File: src/rtl/demux_param_buf_pkg.sv
// Shared constants for the buffered lane demux: drop counter width and saturation value.
package demux_param_buf_pkg;
    localparam int              DROP_W   = 8;
    localparam logic [DROP_W-1:0] DROP_SAT = 8'hFF;
endpackage

File: src/rtl/skid_buf_2.sv
// Two-entry FIFO used as the input skid buffer; ready depends only on registered occupancy.
module skid_buf_2 #(
    parameter int W = 8
) (
    input  logic         clk,
    input  logic         rst_n,
    input  logic         push_valid,
    output logic         push_ready,
    input  logic [W-1:0] push_data,
    output logic         pop_valid,
    input  logic         pop,
    output logic [W-1:0] pop_data
);
    logic [1:0][W-1:0] mem;
    logic              wr_ptr;
    logic              rd_ptr;
    logic [1:0]        count;
    logic              push_fire;
    logic              pop_fire;

    assign push_ready = (count != 2'd2);
    assign pop_valid  = (count != 2'd0);
    assign pop_data   = mem[rd_ptr];
    assign push_fire  = push_valid & push_ready;
    assign pop_fire   = pop & pop_valid;

    always_ff @(posedge clk or negedge rst_n) begin
        if (!rst_n) begin
            mem    <= '0;
            wr_ptr <= 1'b0;
            rd_ptr <= 1'b0;
            count  <= 2'd0;
        end else begin
            if (push_fire) begin
                mem[wr_ptr] <= push_data;
                wr_ptr      <= ~wr_ptr;
            end
            if (pop_fire)
                rd_ptr <= ~rd_ptr;
            case ({push_fire, pop_fire})
                2'b10:   count <= count + 2'd1;
                2'b01:   count <= count - 2'd1;
                default: count <= count;
            endcase
        end
    end
endmodule

File: src/rtl/demux_param_buf.sv
// Buffered, handshaked 1-to-SIZE lane demux: skid buffer feeding per-lane output registers,
// strictly in-order dispatch; out-of-range selects are dropped and counted.
module demux_param_buf
    import demux_param_buf_pkg::*;
#(
    parameter int BITS  = 2,
    parameter int SIZE  = 4,
    parameter int WIDTH = 1
) (
    input  logic                    clk,
    input  logic                    rst_n,
    input  logic                    in_valid,
    output logic                    in_ready,
    input  logic [WIDTH-1:0]        in_data,
    input  logic [BITS-1:0]         in_select,
    output logic [SIZE-1:0]         out_valid,
    input  logic [SIZE-1:0]         out_ready,
    output logic [SIZE*WIDTH-1:0]   out_data,
    output logic                    bad_select,
    output logic [DROP_W-1:0]       drop_count
);
    localparam int EW = WIDTH + BITS;

    logic [EW-1:0]               head;
    logic                        head_valid;
    logic [BITS-1:0]             head_sel;
    logic [WIDTH-1:0]            head_data;
    logic                        pop;
    logic [SIZE-1:0]             sel_hit;
    logic                        in_range;
    logic                        lane_free;
    logic                        dispatch;
    logic                        drop;
    logic [SIZE-1:0][WIDTH-1:0]  lane_data;
    logic [SIZE-1:0]             lane_valid;

    skid_buf_2 #(.W(EW)) u_skid (
        .clk        (clk),
        .rst_n      (rst_n),
        .push_valid (in_valid),
        .push_ready (in_ready),
        .push_data  ({in_select, in_data}),
        .pop_valid  (head_valid),
        .pop        (pop),
        .pop_data   (head)
    );

    assign head_sel  = head[EW-1 -: BITS];
    assign head_data = head[WIDTH-1:0];

    // Decode against each real lane so selects >= SIZE simply match nothing.
    always_comb begin
        sel_hit = '0;
        for (int i = 0; i < SIZE; i++)
            sel_hit[i] = (head_sel == BITS'(i));
    end

    assign in_range  = |sel_hit;
    assign lane_free = |(sel_hit & (~lane_valid | out_ready));
    assign dispatch  = head_valid & in_range & lane_free;
    assign drop      = head_valid & ~in_range;
    assign pop       = dispatch | drop;

    always_ff @(posedge clk or negedge rst_n) begin
        if (!rst_n) begin
            lane_valid <= '0;
            lane_data  <= '0;
        end else begin
            for (int i = 0; i < SIZE; i++) begin
                if (dispatch && sel_hit[i]) begin
                    lane_valid[i] <= 1'b1;
                    lane_data[i]  <= head_data;
                end else if (out_ready[i]) begin
                    lane_valid[i] <= 1'b0;
                end
            end
        end
    end

    always_ff @(posedge clk or negedge rst_n) begin
        if (!rst_n) begin
            bad_select <= 1'b0;
            drop_count <= '0;
        end else if (drop) begin
            bad_select <= 1'b1;
            if (drop_count != DROP_SAT)
                drop_count <= drop_count + 1'b1;
        end
    end

    assign out_valid = lane_valid;
    assign out_data  = lane_data;
endmodule

File: config.mk
export PLATFORM = sky130hd
export DESIGN_NAME = demux_param_buf
export DESIGN_NICKNAME = d
export VERILOG_FILES = /design/src/rtl/demux_param_buf_pkg.sv /design/src/rtl/skid_buf_2.sv /design/src/rtl/demux_param_buf.sv
export SDC_FILE = /design/constraint.sdc
export NUM_CORES = 1
export LEC_CHECK = 0
export ABC_AREA = 1
export CAP_MARGIN = 20
export CELL_PAD_IN_SITES_DETAIL_PLACEMENT = 1
export CELL_PAD_IN_SITES_GLOBAL_PLACEMENT = 2
export CORE_MARGIN = 2
export CORE_UTILIZATION = 30
export DETAILED_ROUTE_END_ITERATION = 8
export GPL_TIMING_DRIVEN = 0
export PLACE_DENSITY = 0.78
export SYNTH_ARGS = -nofsm -noshare
export SYNTH_HDL_FRONTEND = slang
export SYNTH_HIERARCHICAL = 1
export SYNTH_SLANG_ARGS = --single-unit
File: constraint.sdc
create_clock -name clk -period 4.8 [get_ports clk]
set_input_delay 0.96 -clock clk [delete_from_list [all_inputs] [get_ports clk]]
set_output_delay 0.96 -clock clk [all_outputs]
set_load 0.005 [all_outputs]
* Word level (Yosys, flattened, before mapping)
Cells that the tools add are included.
** Word-level totals
- Bits in registers :: 27
- Bits of input ports :: 10
- Output and inout bits :: 18
- Word-level logic and storage cells :: 69
** Operators by class
- Add/subtract/negate cells :: 3
- Order comparisons :: 3
- Equality and inequality tests :: 7
- Multiplexer cells :: 14
- Bitwise operators :: 12
- Reductions and logical operators :: 15
** Operators by type and width (count)
- $reduce_bool A2 Y1 :: 6
- $mux W3 :: 3
- $add A8 B1 Y8 const B :: 1
- $mux W1 :: 8
- $ne A8 B8 Y1 const B :: 1
- $reduce_or A4 Y1 :: 2
- $bwmux W6 :: 1
- $eq A2 B2 Y1 const B :: 3
- $and A1 B1 Y1 :: 5
- $logic_and A1 B1 Y1 :: 5
- $and A4 B4 Y4 :: 1
- $eq A2 B1 Y1 const B :: 2
- $lt A1 B2 Y1 const B :: 2
- $not A4 Y4 :: 1
- $or A4 B4 Y4 :: 1
- $pmux W2 S2 :: 1
- $demux W3 S1 :: 1
- $not A1 Y1 :: 3
- $add A2 B1 Y2 const B :: 1
- $logic_not A2 Y1 :: 1
- $ne A2 B2 Y1 const B :: 1
- $reduce_and A2 Y1 :: 1
- $sub A2 B1 Y2 const B :: 1
- $ge A1 B1 Y1 const B :: 1
- $or A1 B1 Y1 :: 1

* Logic depth before layout (Yosys ltp)
- Word-level depth :: 10
- Depth in mapped cells :: 16
- Mapped depth without buffers :: 16

* By module
The synthesis kept the hierarchy.
** Modules (own cells, without submodules)
- demux_param_buf :: instances 1, cells each 72, area an instance 674.4 sq um, seq. area each 425.4 sq um
- skid_buf_2 :: instances 1, cells each 64, area an instance 518.0 sq um, seq. area each 250.2 sq um

* Worst setup path before layout
Ideal clock, no wire load.
- Path kind :: in2reg
- From :: in out_ready[1]
- To :: reg u_skid.count[1]
- Library setup time :: 117 ps
- Data arrival time :: 1975 ps
- Required time :: 4683 ps
- Setup slack :: 2708 ps
- Stages on the path :: 12
- Buffers on the path :: 0
- Path through :: inv_1 nand2_1 nand2_1 nand2_1 o21a_1 nand2_1 inv_1 ha_1 inv_1 nand3_1 nand2_1 nand2_1
** Between the ends
- Cells in the longest elaborated chain, start to end :: 8
- Elaborated cells on any way between the ends :: 10
- Classes of those cells :: eq/ne: 2; mux: 1; bitwise: 5; reduce/logical: 2
** RTL lines
- from (decl) :: line demux_param_buf.sv:17 : input logic [SIZE-1:0] out_ready,
- $or A4 B4 Y4 (*) :: line demux_param_buf.sv:59 : assign lane_free = |(sel_hit & (~lane_valid | out_ready));
- $and A4 B4 Y4 (*) :: line demux_param_buf.sv:59
- $reduce_or A4 Y1 (*) :: line demux_param_buf.sv:59
- $and A1 B1 Y1 (*) :: line demux_param_buf.sv:60 : assign dispatch = head_valid & in_range & lane_free;
- $or A1 B1 Y1 (*) :: line demux_param_buf.sv:62 : assign pop = dispatch | drop;
- named net pop :: line demux_param_buf.sv:28 : logic pop;
- $and A1 B1 Y1 (*) :: line skid_buf_2.sv:25 : assign pop_fire = pop & pop_valid;
- named net u_skid.pop_fire :: line skid_buf_2.sv:19 : logic pop_fire;
- $eq A2 B1 Y1 / $eq A2 B2 Y1 (equally long branches) :: line skid_buf_2.sv:40 : case ({push_fire, pop_fire})
- $pmux W2 S2 / $reduce_bool A2 Y1 (equally long branches)
- to (signal assigned) :: line skid_buf_2.sv:41 : 2'b10: count <= count + 2'd1;
- to (signal assigned) :: line skid_buf_2.sv:42 : 2'b01: count <= count - 2'd1;
- to (signal assigned) :: line skid_buf_2.sv:43 : default: count <= count;
- to (decl) :: line skid_buf_2.sv:17 : logic [1:0] count;
The timed path passes the listed nets; every way through them passes the cells marked *.
A chain may end at the register's enable or synchronous reset.

* Worst setup path after layout
- From :: reg u_skid.count[1]
- To :: out in_ready
** Between the ends
- Cells in the longest elaborated chain, start to end :: 1
** RTL lines
- $ne A2 B2 Y1 :: line skid_buf_2.sv:21 : assign push_ready = (count != 2'd2);
- to (decl) :: line demux_param_buf.sv:13 : output logic in_ready,
No other way between the ends.

==> qor.csv <==
stage,metric,value,unit
hold_path,Hold Path Cell Cnt,1,
placed_design,DP Worst Slack,2.15,ns
finish,ANT cells,0,
grt,first-pass GRT wire length,4390,um
finish,Final Non-Filler Cells,215,
outcome,status,"finished, final reports clean",
setup_path,Worst setup EP type,primary output,
setup_path,Crit Path Max Fanout,10,
timing,worst-margin pin slew,0.611,ns
power,sw frac,42.2,%
finish,multi-input gate area in the final layout,410,um^2
placed_design,GP Congestion,0.794,
die,die area,4500,um^2
finish,FF+latch area,676,um^2
timing,Fin. Hold Viols,0,
detailed_routing,post-route ant nets,0,
clocking,CTS root buffer,clkbuf_8,
setup_path,CP startpoint kind,flop,
power,Leak,0.812,nW
timing,"Slew Viols, Final",0,
timing,Max Freq,423,MHz
synth,synthesized area per cell,8.77,um^2
grt,GRT Resource Usage Total,13.0,%
grt,pin count of the biggest net entering global routing,16,
clocking,CTS Hold Bufs,0,
die,DIE WIDTH,67.0,um
clocking,TritonCTS Buffers,3,
setup_path,arrival time worst endpoint,1.40,ns
finish,"most common cell after layout, fill and taps aside",nand2_1,
synth,YS warnings,6,
clocking,clk_lat worst skew,0.27,ns
clocking,TritonCTS clock tree,built,
detailed_routing,DR WL/cell,11.4,um
synth,Yosys reg bits,27,
setup_path,RR Endpoint,u_skid/count[1],
synth,"Seq/Total Area, Yosys",56.7,%
setup_path,FF-to-FF Start,u_skid/rd_ptr,
placed_design,DPL Wire Length,2020,um
finish,layout cells sized above 1,13.2,%
setup_path,worst setup path class,flop to primary output,
finish,fin util,42.0,%
synth,Mapped Nets,147,
timing,Slew Limit Headroom,59.2,%
setup_path,r2r worst-path depth,15,
power,pwr/cell area,603,nW/um^2
detailed_routing,WL final,2440,um
power,peak supply drop,236,uV
hold_path,WHS Endpoint,drop_count[7],
clocking,clock tree buffer depth,2,
synth,Post-Syn Instances,136,
clocking,clk slew on worst S/H paths,0.09,ns
power,total power,949,uW
placed_design,IO buf count,26,
timing,Final WS setup,2.44,ns
setup_path,flop2flop setup slack,2.81,ns
grt,initial antenna violation count,0,
grt,gr ovfl total,0,
power,internal power,549,uW
die,Die Y,67.0,um
die,Initial Util,31.9,%
grt,vias in the first global route,993,
die,core box area,3740,um^2
synth,"Distinct cells, synth",18,
detailed_routing,number of remaining DRC errors,0,
clocking,setup bufs post-CTS,0,
clocking,H-tree depth,1,
power,Clk network pwr share,13.7,%
timing,period utilisation layout,49.2,%
finish,"commonest non-fill, non-tap cells in the layout","nand2_1 (53), dfrtp_1 (27), clkdlybuf4s50_1 (26), nand4_1 (11), inv_1 (10)",
detailed_routing,Vias,953,
timing,minimum clock period,2.36,ns
detailed_routing,Vias/cell,4.43,
setup_path,required time of the critical path,3.84,ns
clocking,CTS Sinks,27,
timing,setup TNS,0,ns
finish,nets,179,
synth,synthesized cell area,1190,um^2
finish,fill cell count,452,
timing,final setup violation count,0,
power,Seq pwr share,36.8,%
detailed_routing,DRT iter0 DRCs,24,
clocking,CTS resizes,0,
hold_path,HP Class,flop to flop,
detailed_routing,DRT Pass-1 Iters,4,
hold_path,hold_sp,drop_count[7],
die,IO Count,28,
die,Row Count,22,
placed_design,placed cells,211,
timing,clock skew,0.00277,ns
power,sw power,400,uW
finish,Syn-to-layout area delta,32.0,%
power,Combinational Power Share,49.5,%
run,max cap viols,0,
timing,RSZ-0062 raised after global routing,no,
==> worst max-delay path, stage by stage, from the launching register on <==
cell and delay, ns:
dfrtp_1 0.44, nand2_4 0.16, clkdlybuf4s50_1 0.53
==> state kept, by name, indices dropped and copies added, names as in the netlist <==
name,count
drop_count,8
u_skid/mem,6
out_data,4
out_valid,4
u_skid/count,2
bad_select,1
u_skid/rd_ptr,1
u_skid/wr_ptr,1
==> cells by family (layout without fill, tap and decap cells) <==
group,count (synthesis),after routing,share of synthesized area [%]
buf+inv,27,58,8.92
fa+ha+maj,1,1,1.05
xor+xnor,1,1,0.735
flops,27,27,56.7
simple gates,79,79,32.0
compound gates,1,1,0.630
==> area by class of cell <==
cell class	instances	share of cell area [%]
tap	48	3.82
sequential	27	42.9
clock buffer	3	2.62
clock inverter	1	0.318
multi-input combinational	82	26.1
buffer	11	2.94
timing repair buffer	27	17.5
inverter	16	3.82
==> worst max path at each step <==
stage	from	end	slack, ns
6_report	u_skid/count[1]	in_ready	2.44
5_1_grt	out_ready[3]	u_skid/count[1]	2.29
4_1_cts	u_skid/count[1]	in_ready	2.41
3_5_place_dp	out_ready[3]	u_skid/count[1]	2.15
3_3_place_gp	out_ready[1]	u_skid/count[1]	2.20
2_1_floorplan	out_ready[1]	u_skid/count[1]	2.71
==> layer usage <==
layer	track usage [%]	vias up	routed length (um)
met1	16.1	449	1070
met4	6.89	0	50
met2	21.7	21	1220
met5	0	-	0
met3	1.69	4	108
li1	-	479	-
==> per-stage QoR <==
step	area (um^2)	hold WS [ns]
floorplan	1190	0.442
global placement	1510	0.439
detailed placement	1530	0.446
CTS	1570	0.469
global route	1570	0.489
finish	1570	0.460
==> cells in the mapped netlist <==
| cell | count | share of area, % |
|---|---|---|
| nand2_1 | 53 | 17 |
| nand2_4 | 2 | 1.9 |
| inv_1 | 10 | 3.1 |
| buf_2 | 1 | 0.42 |
| nand3_2 | 2 | 1.7 |
| inv_2 | 6 | 1.9 |
| xnor2_1 | 1 | 0.73 |
| nand3_1 | 5 | 2.1 |
| buf_4 | 1 | 0.63 |
| ha_1 | 1 | 1.0 |
| nand2_2 | 2 | 1.0 |
| nor2_1 | 1 | 0.31 |
| clkbuf_1 | 9 | 2.8 |
| nand3_4 | 1 | 1.5 |
| o21a_1 | 1 | 0.63 |
| nor2_2 | 2 | 1.0 |
| nand4_1 | 11 | 5.8 |
| dfrtp_1 | 27 | 57 |
==> power groups by stage <==
stage          Combinational, mW  Sequential [mW]  Clock, mW
4_1_cts                    0.481            0.350      0.137
3_5_place_dp               0.482            0.354          0
5_1_grt                    0.546            0.360      0.147
2_1_floorplan              0.338            0.345          0
6_report                   0.470            0.349      0.130
3_3_place_gp               0.459            0.351          0
Power figures use the tool's default switching activity.
